## src/rtl/sirv_gnrl_fifo.sv

```systemverilog
// Generic synchronous FIFO with registered storage and no bypass path.
// An entry pushed on one edge is visible at o_dat from the following cycle.
module sirv_gnrl_fifo #(
  parameter int CUT_READY = 0,
  parameter int MSKO      = 0,
  parameter int DP        = 4,
  parameter int DW        = 33
) (
  input  logic          clk,
  input  logic          rst_n,
  input  logic          i_vld,
  output logic          i_rdy,
  input  logic [DW-1:0] i_dat,
  output logic          o_vld,
  input  logic          o_rdy,
  output logic [DW-1:0] o_dat
);

  localparam int PW = (DP > 1) ? $clog2(DP) : 1;
  localparam int CW = $clog2(DP + 1);

  logic [DW-1:0] mem_q [DP];
  logic [PW-1:0] wptr;
  logic [PW-1:0] rptr;
  logic [CW-1:0] cnt;
  logic          full;
  logic          wen;
  logic          ren;

  assign full  = (cnt == CW'(DP));
  assign o_vld = (cnt != '0);
  assign ren   = o_vld & o_rdy;
  assign wen   = i_vld & i_rdy;

  generate
    if (CUT_READY != 0) begin : g_cut
      assign i_rdy = ~full;
    end else begin : g_nocut
      assign i_rdy = ~full | ren;
    end
  endgenerate

  generate
    if (MSKO != 0) begin : g_msk
      assign o_dat = o_vld ? mem_q[rptr] : '0;
    end else begin : g_nomsk
      assign o_dat = mem_q[rptr];
    end
  endgenerate

  always_ff @(posedge clk or negedge rst_n) begin
    if (!rst_n) begin
      wptr <= '0;
      rptr <= '0;
      cnt  <= '0;
      for (int i = 0; i < DP; i++) mem_q[i] <= '0;
    end else begin
      if (wen) begin
        mem_q[wptr] <= i_dat;
        wptr        <= (wptr == PW'(DP - 1)) ? '0 : wptr + PW'(1);
      end
      if (ren) rptr <= (rptr == PW'(DP - 1)) ? '0 : rptr + PW'(1);
      case ({wen, ren})
        2'b10:   cnt <= cnt + CW'(1);
        2'b01:   cnt <= cnt - CW'(1);
        default: cnt <= cnt;
      endcase
    end
  end

endmodule

```

## src/rtl/e203_dma_icb2mem.sv

```systemverilog
// DMA ICB slave to single-port SRAM bridge: window decode, one-cycle stage,
// and an in-order response FIFO guarded by a credit counter.
module e203_dma_icb2mem #(
  parameter int            AW        = 32,
  parameter int            DW        = 32,
  parameter int            MEM_AW    = 12,
  parameter logic [AW-1:0] BASE_ADDR = 32'h7000_0000,
  parameter int            RSP_DEPTH = 4
) (
  input  logic              clk,
  input  logic              rst_n,
  input  logic              icb_cmd_valid,
  output logic              icb_cmd_ready,
  input  logic [AW-1:0]     icb_cmd_addr,
  input  logic              icb_cmd_read,
  input  logic [DW-1:0]     icb_cmd_wdata,
  input  logic [DW/8-1:0]   icb_cmd_wmask,
  output logic              icb_rsp_valid,
  input  logic              icb_rsp_ready,
  output logic              icb_rsp_err,
  output logic [DW-1:0]     icb_rsp_rdata,
  output logic              mem_cs,
  output logic              mem_we,
  output logic [DW/8-1:0]   mem_wem,
  output logic [MEM_AW-1:0] mem_addr,
  output logic [DW-1:0]     mem_din,
  input  logic [DW-1:0]     mem_dout
);

  localparam int CW = $clog2(RSP_DEPTH + 1);

  logic [CW-1:0] cnt;
  logic          hit;
  logic          cmd_hsk;
  logic          rsp_hsk;
  logic          stg_vld;
  logic          stg_read;
  logic          stg_err;
  logic          fifo_i_rdy;
  logic [DW:0]   fifo_i_dat;
  logic [DW:0]   fifo_o_dat;

  // Credits cover the stage register plus FIFO, so ready never depends on rsp_ready.
  assign icb_cmd_ready = (cnt < CW'(RSP_DEPTH));
  assign cmd_hsk       = icb_cmd_valid & icb_cmd_ready;
  assign rsp_hsk       = icb_rsp_valid & icb_rsp_ready;

  assign hit = (icb_cmd_addr[AW-1:MEM_AW+2] == BASE_ADDR[AW-1:MEM_AW+2])
             && (icb_cmd_addr[1:0] == 2'b00);

  assign mem_cs   = cmd_hsk & hit;
  assign mem_we   = ~icb_cmd_read;
  assign mem_wem  = icb_cmd_wmask;
  assign mem_addr = icb_cmd_addr[MEM_AW+1:2];
  assign mem_din  = icb_cmd_wdata;

  always_ff @(posedge clk or negedge rst_n) begin
    if (!rst_n) begin
      cnt <= '0;
    end else if (cmd_hsk & ~rsp_hsk) begin
      cnt <= cnt + CW'(1);
    end else if (~cmd_hsk & rsp_hsk) begin
      cnt <= cnt - CW'(1);
    end
  end

  always_ff @(posedge clk or negedge rst_n) begin
    if (!rst_n) begin
      stg_vld  <= 1'b0;
      stg_read <= 1'b0;
      stg_err  <= 1'b0;
    end else begin
      stg_vld <= cmd_hsk;
      if (cmd_hsk) begin
        stg_read <= icb_cmd_read;
        stg_err  <= ~hit;
      end
    end
  end

  // mem_dout is valid in the stage cycle; capture it straight into the FIFO.
  assign fifo_i_dat = {stg_err, (stg_read & ~stg_err) ? mem_dout : {DW{1'b0}}};

  sirv_gnrl_fifo #(
    .CUT_READY (0),
    .MSKO      (0),
    .DP        (RSP_DEPTH),
    .DW        (DW + 1)
  ) u_rsp_fifo (
    .clk   (clk),
    .rst_n (rst_n),
    .i_vld (stg_vld),
    .i_rdy (fifo_i_rdy),
    .i_dat (fifo_i_dat),
    .o_vld (icb_rsp_valid),
    .o_rdy (icb_rsp_ready),
    .o_dat (fifo_o_dat)
  );

  assign icb_rsp_err   = fifo_o_dat[DW];
  assign icb_rsp_rdata = fifo_o_dat[DW-1:0];

  a_no_overflow: assert property (@(posedge clk) disable iff (!rst_n) stg_vld |-> fifo_i_rdy);

endmodule

```

## config.mk

```make
export PLATFORM = sky130hd
export DESIGN_NAME = e203_dma_icb2mem
export DESIGN_NICKNAME = d
export VERILOG_FILES = /design/src/rtl/sirv_gnrl_fifo.sv /design/src/rtl/e203_dma_icb2mem.sv
export SDC_FILE = /design/constraint.sdc
export NUM_CORES = 1
export LEC_CHECK = 0
export BUFFER_PORTS_ARGS = -buffer_cell sky130_fd_sc_hd__buf_2
export CAP_MARGIN = 20
export CORE_UTILIZATION = 54
export DETAILED_ROUTE_END_ITERATION = 16
export PLACE_DENSITY = 0.81
export SLEW_MARGIN = 20
export SYNTH_ARGS = -nofsm -noshare
export SYNTH_HDL_FRONTEND = slang
export SYNTH_HIERARCHICAL = 1
export SYNTH_SLANG_ARGS = --single-unit
```

## constraint.sdc

```tcl
create_clock -name clk -period 2.5 [get_ports clk]
set_input_delay 0.375 -clock clk [delete_from_list [all_inputs] [get_ports clk]]
set_output_delay 0.375 -clock clk [all_outputs]
set_load 0.05 [all_outputs]
```

[Word level (Yosys, flattened, before mapping)]
Index checks and enable logic that the tools add are counted.
Word-level totals
  logic and storage cells: 61
  output and inout port bits: 85
  bits of input ports: 105
  flip-flop bits (word level): 145
Operators by class
  equal/unequal tests: 6
  $lt $le $gt $ge: 4
  bitwise gates (word level): 16
  add/sub/neg operators: 6
  mux-type cells: 12
  reductions and logical operators: 6
Operators with widths (count)
  bitwise mux 132 bit: 1
  two-way mux 33 bit: 3
  binary-select mux 33 bit (select 2 bit): 1
  demux 33 bit (select 2 bit): 1
  two-way mux 32 bit: 1
  == test 18 x 17 -> 1 bit, second input constant: 1
  bitwise AND 1 bit: 7
  adder 3 x 1 -> 3 bit, second input constant: 2
  == test 2 bit, second input constant: 3
  greater-or-equal comparator 3 bit, second input constant: 2
  two-way mux 3 bit: 2
  NOT 1 bit: 6
  NOT 2 -> 3 bit: 2
  case mux 3 bit (2 select lines): 1
  subtractor 3 x 1 -> 3 bit, second input constant: 2
  adder 2 x 1 -> 2 bit, second input constant: 2
  two-way mux 2 bit: 2
  nonzero test 2 bit: 2
  == test 3 bit, second input constant: 1
  less-than comparator 3 x 1 -> 1 bit, second input constant: 1
  less-than comparator 3 bit, second input constant: 1
  nonzero test 3 bit: 1
  == test 2 x 1 -> 1 bit, second input constant: 1
  logical AND 1 bit: 2
  other kinds (2): 2

[Logic depth before layout (Yosys ltp)]
Gate-level depths: netlist of run 1.
  word-level depth: 6
  depth in mapped cells: 9
  gate-level depth less buffers: 9

[Modules after synthesis]
The synthesis of run 1 kept the hierarchy.
Modules (own cells, without submodules)
  sirv_gnrl_fifo: sequential area each 3478.3 um^2, area each 6772.7 um^2, times used 1, cells each 361
  e203_dma_icb2mem: sequential area each 150.1 um^2, area each 922.1 um^2, times used 1, cells each 113

[Worst setup path before layout of run 1]
Ideal clock, no wire load.
  kind: in2out
  from: input icb_cmd_addr[15]
  to: output mem_cs
  buffers on the path: 0
  stages: 3
  data required time: 2.125 ns
  arrival: 1.861 ns
  slack: 0.264 ns
  cells stage by stage: nor4_2 -> nand4_1 -> nor3_1
On the way
  longest elaborated chain between the ends: 3
Ends and longest elaborated chain
  from (decl): line e203_dma_icb2mem.sv:14  | input logic [AW-1:0] icb_cmd_addr,
  == test 18 x 17 -> 1 bit: line e203_dma_icb2mem.sv:48  | assign hit = (icb_cmd_addr[AW-1:MEM_AW+2] == BASE_ADDR[AW-1:MEM_AW+2])
  logical AND 1 bit: line e203_dma_icb2mem.sv:49  | && (icb_cmd_addr[1:0] == 2'b00);
  bitwise AND 1 bit: line e203_dma_icb2mem.sv:51  | assign mem_cs = cmd_hsk & hit;
  to (decl): line e203_dma_icb2mem.sv:22  | output logic mem_cs,
Every way passes these cells.

[Worst setup path in the final report of run 1]
  from: register u_rsp_fifo.cnt[0]
  to: register u_rsp_fifo.cnt[2]
On the way
  longest elaborated chain between the ends: 6
  elaborated cells between the ends (all ways): 12
  those cells by class: 2 x add/sub; 3 x eq/ne; 1 x mux; 4 x bitwise; 2 x reduce/logical
Ends and longest elaborated chain
  from (decl): line sirv_gnrl_fifo.sv:25  | logic [CW-1:0] cnt;
  from (signal assigned): line sirv_gnrl_fifo.sv:64  | 2'b10: cnt <= cnt + CW'(1);
  from (signal assigned): line sirv_gnrl_fifo.sv:65  | 2'b01: cnt <= cnt - CW'(1);
  from (signal assigned): line sirv_gnrl_fifo.sv:66  | default: cnt <= cnt;
  nonzero test 3 bit / == test 3 bit (equally long branches): line sirv_gnrl_fifo.sv:31, sirv_gnrl_fifo.sv:30
  bitwise AND 1 bit / NOT 1 bit (equally long branches): line sirv_gnrl_fifo.sv:32, sirv_gnrl_fifo.sv:39
  OR 1 bit (*): line sirv_gnrl_fifo.sv:39  | assign i_rdy = ~full | ren;
  via fifo_i_rdy: line e203_dma_icb2mem.sv:39  | logic fifo_i_rdy;
  bitwise AND 1 bit (*): line sirv_gnrl_fifo.sv:33  | assign wen = i_vld & i_rdy;
  == test 2 x 1 -> 1 bit / == test 2 bit (equally long branches): line sirv_gnrl_fifo.sv:63  | case ({wen, ren})
  case mux 3 bit (2 select lines) / nonzero test 2 bit (equally long branches)
The timed path passes the listed nets; every way through them passes the cells marked *.
A chain may end at the register's enable or synchronous reset.

==> impl_metrics.toml, run 1 <==
[global_routing]
globalRoute.totalOverflow = 0
via_count_of_the_first_global_routing_pass = 4392
gr-usage-all-layers_pct = 21.3
grt_pass1_wl_um = 23600
grt_start_max_net_pins = 68
initial_antenna_violation_count = 0

[logic_synthesis]
ys.warnings.count = 6
syn_inst = 474
synth_fp_nets = 588
postSynthRegisterBits = 145
syn-cell-area_um2 = 7690
synth.distinct_cells = 29
syn_area_per_cell_um2 = 16.2
synth_sequential_area_ratio_pct = 47.2

[route]
vias_per_std_cell = 5.48
route.antenna.remaining_nets = 0
drt-total-wl_um = 14400
post-route-drc-count = 0
detail_route.iter0.violations = 226
vias = 3902
detail_route.first_pass.iterations = 4
wirelength_per_cell_um = 20.2

[timing]
hold-worst-slack_ps = 222
finalCriticalPeriod_ps = 2320
rsz0062_at_grt = "no"
final.setup.tns_ps = 0
maxSlewHeadroom_pct = 50.6
finalHoldViolCount = 0
period_share_pct = 92.6
worstMarginPinSlew_ps = 741
fmax_ghz = 0.432
report.final.slew_viol_count = 0
setup_viol_count_final = 0
worst_case_clock_skew_ps = 4.84

[placement]
routabilityCongestion = 0.708
buffer_ports.inserted = 93
dpl.hpwl_um = 9000

[cts]
num_cts_buffers = 17
clkSlewWorstSetupHoldPaths_ps = 60
insertion_delay_to_the_later_sink_of_the_worst_skew_pair_ps = 420
clock_tree.buffer_depth = 2
postCtsSetupBuffers = 0
tritoncts = "yes"
htreeDepth = 4
clock_sinks = 145
cts-root-buf = "sky130_fd_sc_hd__clkbuf_16"

[setup_path]
timing.setup.critical_path_class = "register to register"
timing.critical_path.mode_cell = "sky130_fd_sc_hd__xor2_1"
startpoint_type = "register"
ordered_list_of_cells_on_the_worst_path = "or4b_4 -> nand2_1 -> ha_1 -> inv_1 -> fa_1 -> xor2_1 -> nor2_1 -> xor2_1"
timing.critical_path.required_ps = 2840
cp_num_buf_inv = 1
critPathMaxStageDelay_ps = 570
critical_path_arrival_ps = 2660
endpoint_type_of_the_worst_setup_path = "register"
timing.critical_path.fanout_max = 5
critical-path-top-delay-family = "simple AND/OR/NAND/NOR gates"
critical_path.slowest_cell = "sky130_fd_sc_hd__or4b_4"

[power]
power_report.internal_total_uw = 5060
power.switching_uw = 2080
vdd.ir_drop.worst_mv = 0.644
powerDensity_nw_per_um2 = 847
power.share.clock_pct = 37.1
power_leakage_uw = 0.00410
power.share.combinational_pct = 25.0
switching_share_pct = 29.1
power.share.sequential_pct = 38.0

[outcome]
status = "completed"

[layout]
synthToLayoutAreaGrowth_pct = 9.51
mostFrequentLayoutCell = "sky130_fd_sc_hd__dfrtp_1"
multiInputGateArea_um2 = 3330
fin_nets = 633
layout.area.seq_um2 = 3630
final_cell_mix = "sky130_fd_sc_hd__dfrtp_1 (143), sky130_fd_sc_hd__mux2_4 (120), sky130_fd_sc_hd__buf_2 (92), sky130_fd_sc_hd__mux4_2 (33), sky130_fd_sc_hd__and2_1 (32)"
num-fill-cells = 1034
antenna-diode-count = 0
final_layout_size_suffix_gt1_share_pct = 59.8

[floorplanning]
die-height_um = 121
design.core.area_um2 = 13900
die_area_um2 = 14700
floorplan.initialDensity_pct = 55.4
std_cell_rows = 43
die_width_um = 121
top_level_ports = 190

[worst_hold_path]
hp-class = "input pin to register"

[flow_run]
drv.max_cap_violation_count = 0
sequential cells by signal, summed over array words and instances, names as in the netlist:
register / count
cnt: 3
u_rsp_fifo/rptr: 2
stg_err: 1
stg_read: 1
u_rsp_fifo/mem_q: 132
u_rsp_fifo/wptr: 2
u_rsp_fifo/cnt: 3
stg_vld: 1
what timing repair did:
item | 4_1_cts | 5_1_grt
hold endpoints to repair | 65 | 0
hold buffers | 1 | 0
gates resized for setup | 0 | 0
routing by layer:
layer / share of wire (%) / wire [um] / GRT usage [%] / up-vias
met5: 0 / 0 / 0 / -
met4: 1.3 / 184 / 7.02 / 0
met3: 5.4 / 783 / 6.81 / 33
met2: 48 / 6910 / 32.8 / 100
met1: 45 / 6530 / 28.5 / 2054
li1: - / - / - / 1715
cell type report:
class	instances	area share, %
tap	180	2.67
timing repair buffer	102	6.87
clock buffer	22	5.86
sequential	145	43.1
multi-input combinational	244	39.6
clock inverter	10	1.54
inverter	9	0.401
power groups by stage:
stage	combinational [uW]	clock, uW	sequential [uW]
final	1780	2650	2710
after floorplan	1780	0	2660
after global placement	1770	0	2730
after detailed placement	1810	0	2750
after global routing	1920	2790	2740
after CTS	1820	2680	2710
synthesized netlist by cell type (all sizes together):
library cell | instances | area share (%)
dfrtp | 145 | 47
mux2 | 138 | 26
buf | 68 | 8.7
mux4 | 33 | 9.7
and2 | 32 | 2.6
inv | 9 | 0.44
clkbuf | 8 | 0.39
ha | 7 | 1.1
nor2 | 5 | 0.24
and3 | 4 | 0.59
nand2 | 4 | 0.20
xnor2 | 3 | 0.34
xor2 | 3 | 0.34
fa | 2 | 0.52
nor2b | 2 | 0.16
nor4 | 2 | 0.33
and4bb | 1 | 0.16
mux2i | 1 | 0.13
nand4 | 1 | 0.081
nor3 | 1 | 0.065
nor4b | 1 | 0.20
o32a | 1 | 0.13
or2 | 1 | 0.081
or3 | 1 | 0.098
or4b | 1 | 0.18
kinds of logic (layout without fill, tap and decap cells):
group,count (synthesis),count (layout),synth area share (%)
mux,172,172,35.8
compound gates,1,1,0.130
simple gates,56,56,4.98
flops,145,145,47.2
fa+ha+maj,9,9,1.66
xor+xnor,6,6,0.683
buf+inv,85,143,9.56
stage by stage:
step	total power (uW)	setup WS (ps)	std cells	util [%]	instance area, um^2
finish	7140	184	712	60.7	8430
CTS	7220	177	712	60.7	8430
global route	7450	72.1	712	60.7	8430
detailed placement	4560	144	679	56.1	7790
global placement	4500	254	679	56.1	7790
floorplan	4430	264	474	-	7690
worst paths after layout:
kind | startpoint | end | slack [ps] | cells past startpoint
min reg2reg | u_rsp_fifo/mem_q[60] | u_rsp_fifo/mem_q[60] | 500 | 1
max | u_rsp_fifo/cnt[0] | u_rsp_fifo/cnt[2] | 180 | 8
min | icb_cmd_read | stg_read | 220 | 2
min in group asynchronous | rst_n | u_rsp_fifo/mem_q[16] | 520 | 2
max in group asynchronous | rst_n | u_rsp_fifo/rptr[0] | 1210 | 3
max reg2reg | u_rsp_fifo/cnt[0] | u_rsp_fifo/cnt[2] | 180 | 8
(Power assumes the default switching activity.)
==> run 2: changes to the inputs <==
--- a/config.mk
+++ b/config.mk
@@ -7,11 +7,10 @@
 export LEC_CHECK = 0
 export BUFFER_PORTS_ARGS = -buffer_cell sky130_fd_sc_hd__buf_2
 export CAP_MARGIN = 20
-export CORE_UTILIZATION = 54
+export CORE_UTILIZATION = 43
 export DETAILED_ROUTE_END_ITERATION = 16
-export PLACE_DENSITY = 0.81
+export PLACE_DENSITY = 0.67
 export SLEW_MARGIN = 20
 export SYNTH_ARGS = -nofsm -noshare
 export SYNTH_HDL_FRONTEND = slang
-export SYNTH_HIERARCHICAL = 1
 export SYNTH_SLANG_ARGS = --single-unit
==> run 2 against run 1 <==
Net effect: worst hold slack better by 13 ps; largest cell class unchanged; count of clock-buffer cells in the layout is 2 lower; sequential power hardly changed; clock skew is 3.9 ps higher; critical endpoint is now icb_rsp_rdata[0]; highest routed layer unchanged; combinational power is 11% higher.
==> impl_metrics.toml, run 2 <==
[outcome]
status = "completed"

[logic_synthesis]
synth.most_common_cell = "sky130_fd_sc_hd__dfrtp_1"
syn_area_per_cell_um2 = 16.3
synth_sequential_area_ratio_pct = 47.4
synth_fp_nets = 584
postSynthRegisterBits = 145
post-synth-top-area-cell = "sky130_fd_sc_hd__dfrtp_1"
post_synth_edffs = 0
ys.warnings.count = 0
syn-cell-area_um2 = 7660
ys_async_sr_fraction_pct = 100
dominantRegCellSynth = "sky130_fd_sc_hd__dfrtp_1"
synth_largest_type_area_fraction_pct = 47.4
syn_inst = 470
synth.distinct_cells = 29
synth_area_leaders = "sky130_fd_sc_hd__dfrtp_1 (47%), sky130_fd_sc_hd__mux2_4 (24%), sky130_fd_sc_hd__mux4_2 (9.7%), sky130_fd_sc_hd__buf_4 (4.8%), sky130_fd_sc_hd__buf_12 (3.1%)"
ys_top_cells_by_count = "sky130_fd_sc_hd__dfrtp_1 (145), sky130_fd_sc_hd__mux2_4 (120), sky130_fd_sc_hd__buf_4 (49)"

[cts]
num_cts_buffers = 17
tritoncts = "yes"
clock_sinks = 145
htreeDepth = 4
cts-root-buf = "sky130_fd_sc_hd__clkbuf_16"
clkSlewWorstSetupHoldPaths_ps = 60
clock_tree.buffer_depth = 2
insertion_delay_to_the_later_sink_of_the_worst_skew_pair_ps = 420

[power]
power_leakage_uw = 0.00454
switching_share_pct = 29.3
power.share.sequential_pct = 36.2
powerDensity_nw_per_um2 = 858
power_report.internal_total_uw = 5270
power.switching_uw = 2190
power.share.combinational_pct = 26.5
vdd.ir_drop.worst_mv = 0.531
finalPower_uw = 7460
power.share.clock_pct = 37.3

[placement]
dpl.hpwl_um = 10000
detailed_place.area_um2 = 8010
routabilityCongestion = 0.741
place_worst_setup_slack_ps = 215
buffer_ports.inserted = 93

[timing]
report.final.slew_viol_count = 0
finalCriticalPeriod_ps = 2280
period_share_pct = 91.1
setup_viol_count_final = 0
finalHoldViolCount = 0
worstMarginPinSlew_ps = 684
final.setup.tns_ps = 0
maxSlewHeadroom_pct = 54.4
rsz0062_at_grt = "no"
worst_slack_ps = 221
fmax_ghz = 0.439
worst_case_clock_skew_ps = 8.75

[setup_path]
critPathCapture = "icb_rsp_rdata[0]"
critPathMaxStageDelay_ps = 590
critical_path.slowest_cell = "sky130_fd_sc_hd__mux4_2"
startpoint_type = "register"
cp_num_cells = 3
rr_endpoint = "u_rsp_fifo.cnt[2]"
timing.reg2reg.setup_slack_ps = 280
critical-path-top-delay-family = "multiplexers"
regToRegStartpoint = "u_rsp_fifo.cnt[0]"
ordered_list_of_cells_on_the_worst_path = "buf_12 -> mux4_2 -> buf_2"
worstSetupStartpoint = "u_rsp_fifo.rptr[0]"
worstRegToRegCells = 8
timing.critical_path.required_ps = 2120
critical_path_arrival_ps = 1900
timing.critical_path.fanout_max = 20
endpoint_type_of_the_worst_setup_path = "primary output"
cp_num_buf_inv = 2
timing.setup.critical_path_class = "register to primary output"

[global_routing]
via_count_of_the_first_global_routing_pass = 4505
grt_pass1_wl_um = 24600
grt_use_met1_pct = 24.2
initial_antenna_violation_count = 0
grt_start_max_net_pins = 72
gr-usage-met3_pct = 4.68
globalRoute.totalOverflow = 0
globalRoute.busiestLayer = "met2"
groute.layer.met2.usage_pct = 27.8
gr-usage-all-layers_pct = 17.9

[floorplanning]
std_cell_rows = 48
die-height_um = 135
floorplan.initialDensity_pct = 44.1
die_area_um2 = 18300
die_width_um = 135
top_level_ports = 190
design.core.area_um2 = 17400

[route]
drt-total-wl_um = 15300
wirelength_per_cell_um = 19.9
post-route-drc-count = 0
detail_route.iter0.violations = 198
detail_route.first_pass.iterations = 4
route.antenna.remaining_nets = 0
vias_per_std_cell = 5.20
vias = 3997

[layout]
post-route-util_pct = 50.1
antenna-diode-count = 0
reg_top3 = "u_rsp_fifo.mem_q x132, cnt x3, u_rsp_fifo.cnt x3"
stdcell_area_um2 = 8690
synthToLayoutAreaGrowth_pct = 13.5
final_layout_size_suffix_gt1_share_pct = 59.7
mostFrequentLayoutCell = "sky130_fd_sc_hd__dfrtp_1"
num-fill-cells = 1449
fin_nets = 644
final_cell_mix = "sky130_fd_sc_hd__dfrtp_1 (143), sky130_fd_sc_hd__mux2_4 (120), sky130_fd_sc_hd__buf_2 (92), sky130_fd_sc_hd__mux4_2 (33), sky130_fd_sc_hd__and2_1 (32)"
largest_register_ff_count = 132
largest-register = "u_rsp_fifo.mem_q"

[worst_hold_path]
hp-class = "input pin to register"

[flow_run]
drv.max_cap_violation_count = 0
## run 2: stage by stage
stage	hold WS [ps]	instances
2_1_floorplan	79.4	470
3_3_place_gp	413	733
3_5_place_dp	433	733
4_1_cts	213	766
5_1_grt	219	768
6_report	235	768
## run 2: worst min path at each step
| stage | start | endpoint | slack, ps | depth (start not counted) |
|---|---|---|---|---|
| after floorplan | rst_n | cnt[0] | 80 | 0 |
| after global placement | rst_n | u_rsp_fifo.mem_q[115] | 410 | 1 |
| after detailed placement | rst_n | u_rsp_fifo.mem_q[119] | 430 | 1 |
| after CTS | icb_cmd_read | stg_read | 210 | 2 |
| after global routing | icb_cmd_read | stg_read | 220 | 2 |
| final | icb_cmd_read | stg_read | 240 | 2 |
## run 2: layout make-up
type                       instances  area (um^2)  share of cell area, %
multi-input combinational        243         3330                   38.3
clock inverter                    12          205                   2.36
tap                              225          282                   3.24
inverter                           9         33.8                  0.389
sequential                       145         3630                   41.8
timing repair buffer             114          761                   8.75
clock buffer                      20          447                   5.14
## run 2: cell families (layout without fill, tap and decap cells)
group	after synthesis	count (layout)	synth area share, %
xor+xnor	6	6	0.686
mux	172	172	36.0
fa+ha+maj	9	9	1.67
simple gates	55	55	5.00
compound gates	1	1	0.131
buf+inv	82	155	9.13
flops	145	145	47.4
## run 2: per-layer routing
| metal | up-vias | share of wire, % |
|---|---|---|
| met5 | - | 0 |
| met4 | 0 | 1.6 |
| met3 | 32 | 4.6 |
| met2 | 123 | 48 |
| met1 | 2095 | 46 |
| li1 | 1747 | - |
## run 2: power by group through the flow
stage,logic (uW),clock network [uW],registers [uW]
2_1_floorplan,1800,0,2650
4_1_cts,1960,2840,2720
6_report,1970,2780,2700
5_1_grt,2120,2940,2720
3_3_place_gp,1910,0,2750
3_5_place_dp,1950,0,2760
## run 2: timing repair
| action | in CTS | in global routing |
|---|---|---|
| endpoints found under the hold margin | 37 | 0 |
| gates resized for setup | 0 | 1 |
| endpoints found under the setup margin | 0 | 3 |
| setup buffers | 0 | 2 |
| hold buffers | 1 | 0 |
==> run 3: changes to the inputs <==
--- a/config.mk
+++ b/config.mk
@@ -7,9 +7,9 @@
 export LEC_CHECK = 0
 export BUFFER_PORTS_ARGS = -buffer_cell sky130_fd_sc_hd__buf_2
 export CAP_MARGIN = 20
-export CORE_UTILIZATION = 43
+export CORE_UTILIZATION = 40
+export CTS_BUF_LIST = sky130_fd_sc_hd__clkbuf_8
 export DETAILED_ROUTE_END_ITERATION = 16
-export PLACE_DENSITY = 0.67
 export SLEW_MARGIN = 20
 export SYNTH_ARGS = -nofsm -noshare
 export SYNTH_HDL_FRONTEND = slang
==> run 3 against run 2 <==
Net effect: sequential share of layout area up 1.0 points; utilization shrank 4.7 points; clock power decreased by 24%; first-iteration DRC count increased by 3.0%; fmax increased by 1.0%; via count down 1.1%; cell count rose by 0.91%; non-clock buffer count is 1 lower; sequential cell count did not move; worst setup slack improved by 23 ps; design area decreased by 2.4%; power decreased by 9.2%; largest cell class unchanged.
==> impl_metrics.toml, run 3 (same netlist as run 2, synthesis figures left out) <==
[global_routing]
grt_pass1_wl_um = 25500
via_count_of_the_first_global_routing_pass = 4532
initial_antenna_violation_count = 1
grt_start_max_net_pins = 72
gr-usage-all-layers_pct = 17.0
globalRoute.totalOverflow = 0

[route]
route.antenna.remaining_nets = 0
vias = 3953
wirelength_per_cell_um = 20.2
detail_route.first_pass.iterations = 4
vias_per_std_cell = 5.10
detail_route.iter0.violations = 204
post-route-drc-count = 0
drt-total-wl_um = 15700

[power]
finalPower_uw = 6770
powerDensity_nw_per_um2 = 799
power_leakage_uw = 0.00446
vdd.ir_drop.worst_mv = 0.625

[layout]
fin_nets = 643
antenna-diode-count = 0
largest-register = "u_rsp_fifo.mem_q"
reg_top3 = "u_rsp_fifo.mem_q x132, cnt x3, u_rsp_fifo.cnt x3"
mostFrequentLayoutCell = "sky130_fd_sc_hd__dfrtp_1"
final_layout_size_suffix_gt1_share_pct = 59.5
largest_register_ff_count = 132
final_cell_mix = "sky130_fd_sc_hd__dfrtp_1 (143), sky130_fd_sc_hd__mux2_4 (120), sky130_fd_sc_hd__buf_2 (92), sky130_fd_sc_hd__mux4_2 (33), sky130_fd_sc_hd__and2_1 (32)"
synthToLayoutAreaGrowth_pct = 10.7

[setup_path]
critical_path_arrival_ps = 1880
endpoint_type_of_the_worst_setup_path = "primary output"
startpoint_type = "register"
timing.critical_path.required_ps = 2120
timing.critical_path.fanout_max = 19
timing.setup.critical_path_class = "register to primary output"

[placement]
buffer_ports.inserted = 93
dpl.hpwl_um = 10300
routabilityCongestion = 0.743

[timing]
worstMarginPinSlew_ps = 475
final.setup.tns_ps = 0
setup_viol_count_final = 0
hold-worst-slack_ps = 194
report.final.slew_viol_count = 0
finalHoldViolCount = 0
rsz0062_at_grt = "no"
finalCriticalPeriod_ps = 2260
worst_case_clock_skew_ps = 7.13
fmax_ghz = 0.443
period_share_pct = 90.2
maxSlewHeadroom_pct = 68.3

[worst_hold_path]
hp-class = "input pin to register"

[cts]
ctsHoldBuffers = 1
tritoncts = "yes"
htreeDepth = 4
num_cts_buffers = 17
cts-root-buf = "sky130_fd_sc_hd__clkbuf_8"
insertion_delay_to_the_later_sink_of_the_worst_skew_pair_ps = 430
clock_tree.buffer_depth = 2
clkSlewWorstSetupHoldPaths_ps = 80
postCtsSetupBuffers = 0
clock_sinks = 145
post_cts_resized = 0

[floorplanning]
top_level_ports = 190
std_cell_rows = 50
die-height_um = 140
floorplan.initialDensity_pct = 40.9
design.core.area_um2 = 18700
die_width_um = 140
die_area_um2 = 19700

[flow_run]
drv.max_cap_violation_count = 0

[outcome]
status = "completed"
==> run 3: worst max-delay path, cell delays in order, from the launching register on <==
cell and delay (ps):
sky130_fd_sc_hd__dfrtp_2 410, sky130_fd_sc_hd__buf_12 220, sky130_fd_sc_hd__mux4_2 560, sky130_fd_sc_hd__buf_2 240
==> run 3: cell type report <==
class | count | area [um^2]
inverters | 9 | 33.8
well taps | 234 | 293
multi-input cells | 243 | 3330
clock buffers | 19 | 262
fillers | 1627 | 10200
repair buffers | 113 | 737
flip-flops and latches | 145 | 3630
clock inverters | 12 | 190
==> run 3: power by group <==
group	internal (uW)	switching (uW)	total [uW]
registers	2530	148	2670
clock network	1230	882	2110
logic	923	1060	1990
==> run 3: through the flow <==
stage	worst slack, ps	area (um^2)	utilization, %	cells
floorplan	201	7660	-	470
global placement	257	8020	42.9	743
detailed placement	171	8020	42.9	743
CTS	206	8480	45.3	775
global route	114	8480	45.3	775
finish	244	8480	45.3	775
==> run 3: worst paths after layout <==
kind	slack, ps	to	cells past startpoint	from
setup / recovery	240	icb_rsp_rdata[25]	3	u_rsp_fifo.rptr[0]
hold / removal	190	stg_read	2	icb_cmd_read
setup reg to reg	260	cnt[2]	8	u_rsp_fifo.cnt[0]
hold reg to reg	500	u_rsp_fifo.cnt[2]	1	u_rsp_fifo.cnt[2]
max in group asynchronous	1310	u_rsp_fifo.mem_q[105]	3	rst_n
min in group asynchronous	430	u_rsp_fifo.mem_q[87]	2	rst_n
==> run 3: layer usage <==
metal,track usage [%],vias to the layer above,wire length [um]
li1,-,1743,-
met1,22.1,2061,7060
met2,27.0,82,7460
met3,4.34,65,719
met4,7.29,2,428
met5,0,-,13
